### src/rtl/branch_predictor_bht.sv
// branch_predictor_bht
//
// Branch history table of saturating counters, indexed by the low PC bits.
// In gshare mode the index is additionally XOR-ed with a non-speculative
// global history register. The fetch stage looks up a prediction
// combinationally. The execute stage writes back the resolved outcome together
// with the index that was carried down the pipeline. On a mispredict the block
// raises a one-cycle flush request. Saturating statistics count resolved
// branches and mispredicts.
//
// Ports:
//   clk              clock, all state changes on the rising edge
//   rst              asynchronous active-high reset
//   pred_pc          fetch-stage PC to predict
//   pred_taken       prediction for pred_pc (combinational)
//   pred_idx         table index used; carried by the pipeline to EX
//   upd_valid        a branch is resolved in EX this cycle
//   upd_idx          index carried with the resolving branch
//   upd_taken        actual branch outcome
//   upd_pred_taken   prediction that was made for the resolving branch
//   flush_taken      predicted not-taken but taken: redirect to target
//   flush_not_taken  predicted taken but not taken: redirect to fall-through
//   br_count         resolved branches, saturating
//   mis_count        mispredicts, saturating
module branch_predictor_bht #(
  parameter int PC_WIDTH   = 8,
  parameter int INDEX_BITS = 4,
  parameter int CTR_BITS   = 2,
  parameter int GSHARE     = 0,
  parameter int STAT_BITS  = 16
) (
  input  logic                  clk,
  input  logic                  rst,
  input  logic [PC_WIDTH-1:0]   pred_pc,
  output logic                  pred_taken,
  output logic [INDEX_BITS-1:0] pred_idx,
  input  logic                  upd_valid,
  input  logic [INDEX_BITS-1:0] upd_idx,
  input  logic                  upd_taken,
  input  logic                  upd_pred_taken,
  output logic                  flush_taken,
  output logic                  flush_not_taken,
  output logic [STAT_BITS-1:0]  br_count,
  output logic [STAT_BITS-1:0]  mis_count
);

  localparam int DEPTH = 1 << INDEX_BITS;
  localparam logic [CTR_BITS-1:0]  CTR_MAX  = '1;
  localparam logic [STAT_BITS-1:0] STAT_MAX = '1;

  // Current value of every table entry, gathered for the lookup mux.
  logic [DEPTH-1:0][CTR_BITS-1:0] ctr_all;
  logic [INDEX_BITS-1:0]          ghr;

  // Only the low PC bits select an entry; the rest are deliberately ignored.
  logic unused_pc_bits;
  assign unused_pc_bits = ^pred_pc;

  // ---------------------------------------------------------------------------
  // Counter table: one saturating counter per entry. Only the entry named by
  // upd_idx moves, so each entry decides its own next value independently.
  // ---------------------------------------------------------------------------
  genvar gi;
  generate
    for (gi = 0; gi < DEPTH; gi++) begin : g_ctr
      logic [CTR_BITS-1:0] ctr_q;
      logic [CTR_BITS-1:0] ctr_d;

      always_comb begin
        ctr_d = ctr_q;
        if (upd_valid && (upd_idx == INDEX_BITS'(gi))) begin
          if (upd_taken) begin
            if (ctr_q != CTR_MAX) ctr_d = ctr_q + CTR_BITS'(1);
          end else begin
            if (ctr_q != '0) ctr_d = ctr_q - CTR_BITS'(1);
          end
        end
      end

      always_ff @(posedge clk or posedge rst) begin
        if (rst) ctr_q <= '0;
        else     ctr_q <= ctr_d;
      end

      assign ctr_all[gi] = ctr_q;
    end
  endgenerate

  // ---------------------------------------------------------------------------
  // Global history: shifted by resolved outcomes only (non-speculative). The
  // lookup sees the pre-shift value in the cycle the shift is presented.
  // ---------------------------------------------------------------------------
  generate
    if (GSHARE != 0) begin : g_ghr
      logic [INDEX_BITS-1:0] ghr_q;
      logic [INDEX_BITS-1:0] ghr_d;

      always_comb begin
        ghr_d = ghr_q;
        if (upd_valid) ghr_d = (ghr_q << 1) | INDEX_BITS'(upd_taken);
      end

      always_ff @(posedge clk or posedge rst) begin
        if (rst) ghr_q <= '0;
        else     ghr_q <= ghr_d;
      end

      assign ghr = ghr_q;
    end else begin : g_no_ghr
      assign ghr = '0;
    end
  endgenerate

  // Lookup: no bypass from a same-cycle update, the stored value is used.
  assign pred_idx   = pred_pc[INDEX_BITS-1:0] ^ ghr;
  assign pred_taken = ctr_all[pred_idx][CTR_BITS-1];

  // Mispredict redirects, Mealy on the update inputs; mutually exclusive.
  assign flush_taken     = upd_valid &  upd_taken & ~upd_pred_taken;
  assign flush_not_taken = upd_valid & ~upd_taken &  upd_pred_taken;

  // ---------------------------------------------------------------------------
  // Statistics, saturating at all-ones.
  // ---------------------------------------------------------------------------
  logic [STAT_BITS-1:0] br_count_q, br_count_d;
  logic [STAT_BITS-1:0] mis_count_q, mis_count_d;

  always_comb begin
    br_count_d  = br_count_q;
    mis_count_d = mis_count_q;
    if (upd_valid && (br_count_q != STAT_MAX)) begin
      br_count_d = br_count_q + STAT_BITS'(1);
    end
    if ((flush_taken || flush_not_taken) && (mis_count_q != STAT_MAX)) begin
      mis_count_d = mis_count_q + STAT_BITS'(1);
    end
  end

  always_ff @(posedge clk or posedge rst) begin
    if (rst) begin
      br_count_q  <= '0;
      mis_count_q <= '0;
    end else begin
      br_count_q  <= br_count_d;
      mis_count_q <= mis_count_d;
    end
  end

  assign br_count  = br_count_q;
  assign mis_count = mis_count_q;

endmodule

### config.mk
export PLATFORM = sky130hd
export DESIGN_NAME = branch_predictor_bht
export DESIGN_NICKNAME = d
export VERILOG_FILES = /design/src/rtl/branch_predictor_bht.sv
export SDC_FILE = /design/constraint.sdc
export NUM_CORES = 1
export LEC_CHECK = 0
export BUFFER_PORTS_ARGS = -buffer_cell sky130_fd_sc_hd__buf_4
export CORE_AREA = 3 3 109 132
export CTS_CLUSTER_DIAMETER = 120
export DETAILED_ROUTE_END_ITERATION = 7
export DIE_AREA = 0 0 112 135
export SYNTH_ARGS = -nofsm -noshare
export SYNTH_HDL_FRONTEND = slang
export SYNTH_SLANG_ARGS = --single-unit
### constraint.sdc
create_clock -name clk -period 2.1 [get_ports clk]
set_clock_uncertainty 0.05 [all_clocks]
set_input_delay 0.315 -clock clk [delete_from_list [all_inputs] [get_ports clk]]
set_output_delay 0.315 -clock clk [all_outputs]
set_load 0.02 [all_outputs]
==> run summary, run 1 <==
In the final layout, the multi-input gates occupy 1820 µm². The number of H-tree branching levels came out at 3. The region available for standard cell placement spans 13,200 µm². The die extent in y is 135 µm. The area overhead of the layout relative to synthesis is 25.8%. The longest individual stage delay on the worst path is 0.51 ns.

The first routing iteration left 153 violations. The fraction of synthesis flops using an asynchronous set or reset pin is 100%. The number of antenna cells inserted came out at 0. STA classifies the critical path startpoint as a flop. The register-to-register setup slack came out at 0.25 ns.

The maximum VDD drop is 0.000546 V. Synthesis produced a netlist with a net count of 385. The detailed-placement wirelength estimate is 5.80 mm. The biggest area contributor in the post-synthesis netlist is dfrtp_1. The count of cells in the finished layout, fillers not included, comes to 597. The later pin in the worst-skew pair is clocked with a latency of 0.33 ns. The total number of placement rows came out at 46. The overall fraction of global-route tracks in use came out at 11.3%. The part of the Yosys area used for sequential elements is 45.3%.

The number of nets in the final layout came out at 443. Among all flip-flop cells after synthesis, the most frequent one is dfrtp_1. The register bit count reported by yosys is 64.

The number of global-route vias before repair came out at 2,984. The maximum clock frequency is 484 MHz. The slowest stage of the critical path is the mux4_2 cell. The run finished with clean final reports. The final count of negative-setup-slack endpoints is 0.

Setup repair after global routing could not meet its margin everywhere. In this run the clock root is driven by a clkbuf_16. Sorting the synthesized cells by area gives the leading types as dfrtp_1 (45%), a21oi_1 (6.8%), nor2_1 (4.4%), o221a_2 (3.2%), xor2_1 (3.0%). The worst-case headroom to the max-slew limit is 60.8%. Using the TritonRoute via totals, the vias-per-cell ratio works out to 5.11. In this run the worst hold path is classified as primary input to async pin. The number of clock buffers inserted by TritonCTS came out at 9. The detailed-route DRC error count is 0. Measured along the x axis, the die boundary spans 112 µm. The static power due to leakage came out at 1.90 nW.

The startpoint of the lowest-slack register-to-register path is mis_count[0]. Max-cap violations in this run came to 0. Power comes to 3.93 mW.

The number of filler instances in the final layout came out at 1,338. The clock-pin slew on the worst setup and hold paths came out at 0.05 ns. The fraction of synthesized cell area taken by the top area cell type came out at 45.3%. The largest fanout on the critical path came out at 4. After global routing the overflow that remains totals 0. Once the floorplan was initialized, standard cells occupied 26.8% of the core.

The sequential cells in the finished layout cover a total of 1600 µm². The number of buffers added on ports came out at 51. The routed length per instance is 14.0 µm.

STA classifies the critical path endpoint as an output port. Data arrives at the worst endpoint at 1.70 ns. The final period utilization came out at 98.3%. The clock sink count is 64. The number of hold-repair buffers added at the cts stage came out at 0.

Entering global routing, the biggest net connects 65 pins. The critical path is of the flop to output port type. By count the netlist is led by dfrtp_1 (64), a21oi_1 (48), nor2_1 (41). The number of antenna violations at the first check in global routing is 0. The distinct cell type count of the synthesized netlist is 55.

The number of detailed-routing iterations run before antenna repair is 5. The critical path goes through mux4_2 > mux2i_2 > a21oi_1 > buf_4. The cell count after placement came out at 577. The gate count after technology mapping is 366. Yosys printed 0 warnings. Wires add up to 8.37 mm. Counting I/O delays and the setup requirement, the final critical path takes 2.06 ns. The share of post-route cells with drive strength above 1 came out at 24.9%.

The power per cell area came out at 885 nW/µm². TritonCTS built the clock tree. The global-route wire length before repair came out at 14.1 mm. The post-route antenna net violation count is 0. The vias after detailed routing came out at 3,049. Counting flops with a built-in enable in the synthesized netlist gives 0. The weighted congestion reported at the end of routability-driven placement came out at 0.743. The total standard cell area after synthesis came out at 3530 µm². Counting cells, the worst reg-to-reg path comes to 5.

Counting along the longest clock path gives a buffer depth of 2. The per-instance average area after synthesis is 9.65 µm². Pin placement for this block handled 56 I/O pins. The number of slew-limit violations in the final report is 0. The worst register-to-register path ends at mis_count[1]. The required arrival time at the worst endpoint is 1.74 ns. The worst-margin pin slew is 0.584 ns. The die footprint is 15,100 µm². Among all cell types in the netlist, the one instantiated most often is dfrtp_1. The final hold violation count is 0. Among cell families on the critical path, the largest total delay comes from multiplexers. Counting both buffers and inverters, the worst setup path holds a total of 1.
-- state kept, by name, summed over array words and instances, names as in the netlist --
name / flops
br_count: 16
mis_count: 16
g_ctr.ctr_q: 32
-- metrics by stage --
step	hold WS, ns	setup slack, ns	setup TNS, ns	utilization (%)	instance area, µm²
after detailed placement	0.383	0.210	0	31.2	4110
after global placement	0.372	0.179	0	31.2	4110
final	0.0129	0.0353	0	33.7	4450
after floorplan	0.453	0.137	0	-	3530
after global routing	0.0401	-0.0296	-0.0296	33.7	4450
after CTS	0.0254	0.0279	0	33.7	4440
-- worst max path at each step --
stage / start / end / slack (ns) / depth (start not counted)
after floorplan: rst / br_count[0] / 0.14 / 1
after global placement: pred_pc[0] / pred_taken / 0.18 / 6
after detailed placement: pred_pc[0] / pred_taken / 0.21 / 6
after CTS: g_ctr[11].ctr_q[1] / pred_taken / 0.03 / 4
after global routing: g_ctr[14].ctr_q[1] / pred_taken / -0.03 / 4
final: g_ctr[14].ctr_q[1] / pred_taken / 0.04 / 4
-- cells by family (layout without fill, tap and decap cells) --
| family | count (synthesis) | after routing | synth area share, % |
|---|---|---|---|
| and+or+nand+nor | 156 | 156 | 24.7 |
| AOI/OAI and AO/OA | 88 | 88 | 15.7 |
| DFF | 64 | 64 | 45.3 |
| xor gates and xnor gates | 23 | 23 | 5.70 |
| buffers and inverters | 23 | 86 | 3.33 |
| muxes | 10 | 10 | 4.53 |
| adders and majority gates | 2 | 2 | 0.708 |
-- timing repair --
action	in CTS	in global routing
pin swaps	1	0
resized for setup	0	1
buffers inserted	4	0
endpoints found under the setup margin	1	1
-- cell type report --
class                           instances  area share, %
Sequential cell                        64           36.0
Inverter                                6          0.507
Timing Repair Buffer                   64           11.1
Tap cell                              168           4.73
Clock buffer                           13           5.85
Multi-Input combinational cell        279           40.9
Clock inverter                          3          0.901
-- cells in the final DEF (no fill, tap or decap), types with 9 or more instances in the layout --
cell type  count
buf_4         63
dfrtp_1       64
nand3b_1      11
nor2_1        41
nand4_1       10
nand2_1       21
o221a_2       10
xnor2_1       11
a21oi_1       48
nor3_1        13
xor2_1        12
o21ai_0       11
clkbuf_16      9
nand3_1       14
-- power by group --
part	switching (mW)	leakage (nW)	total [mW]	internal, mW
sequential	0.194	0.865	1.58	1.39
clock	0.526	0.150	1.51	0.980
combinational	0.465	0.889	0.847	0.381
total	1.19	1.90	3.93	2.75
-- worst reg2reg max path: cells and delay by family (launching register included) --
kind          cells  cell delay, ns
fa+ha+maj         1            0.22
flops             1            0.42
mux               1            0.31
simple gates      3            0.74
-- metal layers --
metal  wire length, µm  share of wire [%]  global-route usage, %
met1              3680                 44                   13.4
met5                 0                  0                      0
met2              4140                 49                   19.7
met3               441                5.3                   2.69
met4               108                1.3                   4.88
(Power assumes the default switching activity.)
==> run 2: changes to the inputs <==
==> constraint.sdc (replaced) <==
create_clock -name clk -period 2.1 [get_ports clk]
set_clock_uncertainty 0.05 [all_clocks]
set_input_delay 0.21 -clock clk [delete_from_list [all_inputs] [get_ports clk]]
set_output_delay 0.21 -clock clk [all_outputs]
set_load 0.02 [all_outputs]
==> run 2 against run 1 <==
Against the previous run: global-route usage rose by 0.22 points; flip-flop and latch count did not move; routed wire length fell by 2.7%; cell area fell by 0.25%; non-clock buffer count fell by 3; combinational power fell by 1%; highest routed layer unchanged; utilization fell by 0.085 points; critical endpoint unchanged; hold slack improved by 0.18 ns; die area did not move; register-to-register slack barely moved; total power rose by 0.29%.
==> run summary, run 2 (synthesis gave the netlist of run 1 again) <==
The instance area after placement came to 4090 µm² (-0.55%). Traced cell by cell, the critical path runs through mux4_2 > nor2b_1 > a211oi_2 > a21oi_1 > buf_4. The number of nets in the final layout came out at 440 (-0.68%). The starting density of the core came out at 26.8% (unchanged). The largest net degree at the start of global routing is 65 (unchanged). The clock-pin slew on the worst setup and hold paths was 0.06 ns (about the same). The number of slew-limit violations in the final report came out at 0 (unchanged). The data arrival time of the critical path is 1.73 ns (+0.03 ns). The vias after detailed routing came out at 3,041 (-0.26%). The kind of cell with the highest combined delay along the critical path is multiplexers. The number of flip-flops under the largest register name came to 32 (unchanged). In the layout the commonest cells are dfrtp_1 (64), buf_4 (59), a21oi_1 (48). The final standard cell area without fillers is 4430 µm² (-0.25%). The worst setup path is captured at an output port. TritonCTS built the clock tree. The global-route wire length before repair is 14.4 mm (+2.0%).

The final period utilization is 94.8% (-3.5 points). The static power due to leakage came out at 1.89 nW (-0.67%). The master cell of the clock root buffer is clkbuf_16. The total number of placement rows is 46 (unchanged). The number of global-route vias before repair is 3,026 (+1.4%). The critical path in this run is classified as flop to output port. The min-delay analysis places its worst path in the category primary input to flop. The detailed-route DRC error count came out at 0 (unchanged). The die footprint came out at 15,100 µm² (unchanged). The worst-case headroom to the max-slew limit came to 62.6% (+1.8 points). Ranked by flip-flop count, first place goes to g_ctr.ctr_q. The number of filler instances in the final layout is 1,346 (+0.60%). The number of H-tree branching levels came out at 3 (unchanged). The required arrival time at the worst endpoint is 1.84 ns (+0.10 ns).

The number of buffer and inverter instances along the worst setup path came out at 1 (unchanged). The area overhead of the layout relative to synthesis came out at 25.5%. The flow ran to the end, and the final reports show no timing, DRC or antenna violations.

The die extent in y is 135 µm (unchanged). The number of antenna cells inserted is 0 (unchanged). The placeable core region came out at 13,200 µm² (unchanged). The number of antenna violations at the first check in global routing came out at 0 (unchanged).

The clock insertion delay at the later pin of the skew report is 0.33 ns (about the same). The number of detailed-routing iterations run before antenna repair is 4 (-1). The total power came to 3.95 mW (+0.29%). The overall fraction of global-route tracks in use is 11.6% (+0.22 points). Setup repair after global routing left no endpoint under its margin. The average via count per standard cell came out at 5.12 (+0.24%). The maximum VDD drop came to 0.000389 V (-29%). The master of the slowest instance on the critical path is mux4_2.

The worst setup slack after placement is 0.258 ns (+0.0482 ns). The number of clock buffers inserted by TritonCTS is 9 (unchanged). The deepest clock path buffer count is 2 (unchanged). The floorplan die width is 112 µm (unchanged). The weighted congestion reported at the end of routability-driven placement is 0.747 (+0.51%). The tightest hold margin came out at 0.194 ns (+0.182 ns). The final period demand of the worst path is 1.99 ns (-0.0736 ns). The power per cell area came out at 890 nW/µm² (+0.55%). The final sum of negative setup slack came out at 0 ns (unchanged).

The share of post-route cells with drive strength above 1 is 24.6% (-0.29 points). The longest individual stage delay on the worst path is 0.45 ns (-0.06 ns). The final count of negative-setup-slack endpoints came out at 0 (unchanged). The maximum clock frequency came to 502 MHz (+3.7%). The routed length per instance is 13.7 µm (-2.2%).

The total of max-cap violations is 0 (unchanged). The worst setup path is launched from a flop. The detailed-placement wirelength estimate is 5.74 mm (-1.1%). The largest fanout on the critical path came to 4 (unchanged).

The clock sink count is 64 (unchanged). The final hold violation count came to 0 (unchanged). The total congestion overflow after global routing came out at 0 (unchanged). The count of boundary I/O pins came out at 56 (unchanged). The wire length reported by the detailed router came out at 8.14 mm (-2.7%). The iteration-0 DRC count of the detailed router was 177 (+16%). The final worst slack is 0.109 ns (+0.0736 ns). The number of buffers added on ports came out at 51 (unchanged). The library cell used most frequently in the layout, excluding fill and tap cells, is dfrtp_1. The worst-margin pin slew came out at 0.557 ns (-0.0265 ns). The post-route antenna net violation count is 0 (unchanged).
## run 2: cell count changes in the layout (fill, tap and decap cells not counted), sizes merged
cell         before  now
buf              64   60
clkbuf           13   11
dlygate4sd3       0    1
clkinvlp          0    2
## run 2: final cells by class
class	instances	area, µm²	share of cell area [%]
multi-input cells	279	1820	41.0
clock inverters	5	55.1	1.24
well taps	168	210	4.74
flip-flops and latches	64	1600	36.1
inverters	6	22.5	0.508
repair buffers	61	473	10.7
clock buffers	11	253	5.70
## run 2: report_power, final
part	internal, mW	total [mW]	switching (mW)
Clock	0.979	1.53	0.546
Sequential	1.39	1.58	0.196
Combinational	0.375	0.837	0.462
## run 2: final timing paths
path                                    from                 end  slack (ns)  cells after the start
max                        g_ctr[1].ctr_q[1]          pred_taken        0.11                      5
min                               upd_idx[0]   g_ctr[0].ctr_q[1]        0.19                      3
max reg2reg                     mis_count[0]        mis_count[1]        0.26                      5
min reg2reg                     br_count[15]        br_count[15]        0.47                      1
max in group asynchronous                rst  g_ctr[10].ctr_q[0]        1.25                      4
min in group asynchronous                rst         br_count[0]        0.47                      4
## run 2: repair_timing
| action | CTS | global route |
|---|---|---|
| setup buffers | 0 | 3 |
| gates resized for setup | 0 | 1 |
| setup endpoints to repair | 0 | 1 |
| endpoints found under the hold margin | 64 | 0 |
| hold buffers | 1 | 0 |
## run 2: layer usage
layer  up-vias  GRT usage [%]  wire length, µm
li1       1472              -                -
met1      1474           14.3             3550
met2        80           19.4             3970
met3        15           2.15              416
met4         0           5.68              200
met5         -              0                0
## run 2: worst register-to-register path, stage by stage (launching register included)
cell,delay [ns]
dfrtp_1,0.43
ha_1,0.21
nand4_1,0.18
nor4_4,0.44
nor2_2,0.10
mux2_4,0.31
## run 2: through the flow
stage,cells,util (%)
after global placement,574,31.0
final,594,33.6
after global routing,594,33.6
after CTS,591,33.4
after floorplan,366,-
after detailed placement,574,31.0
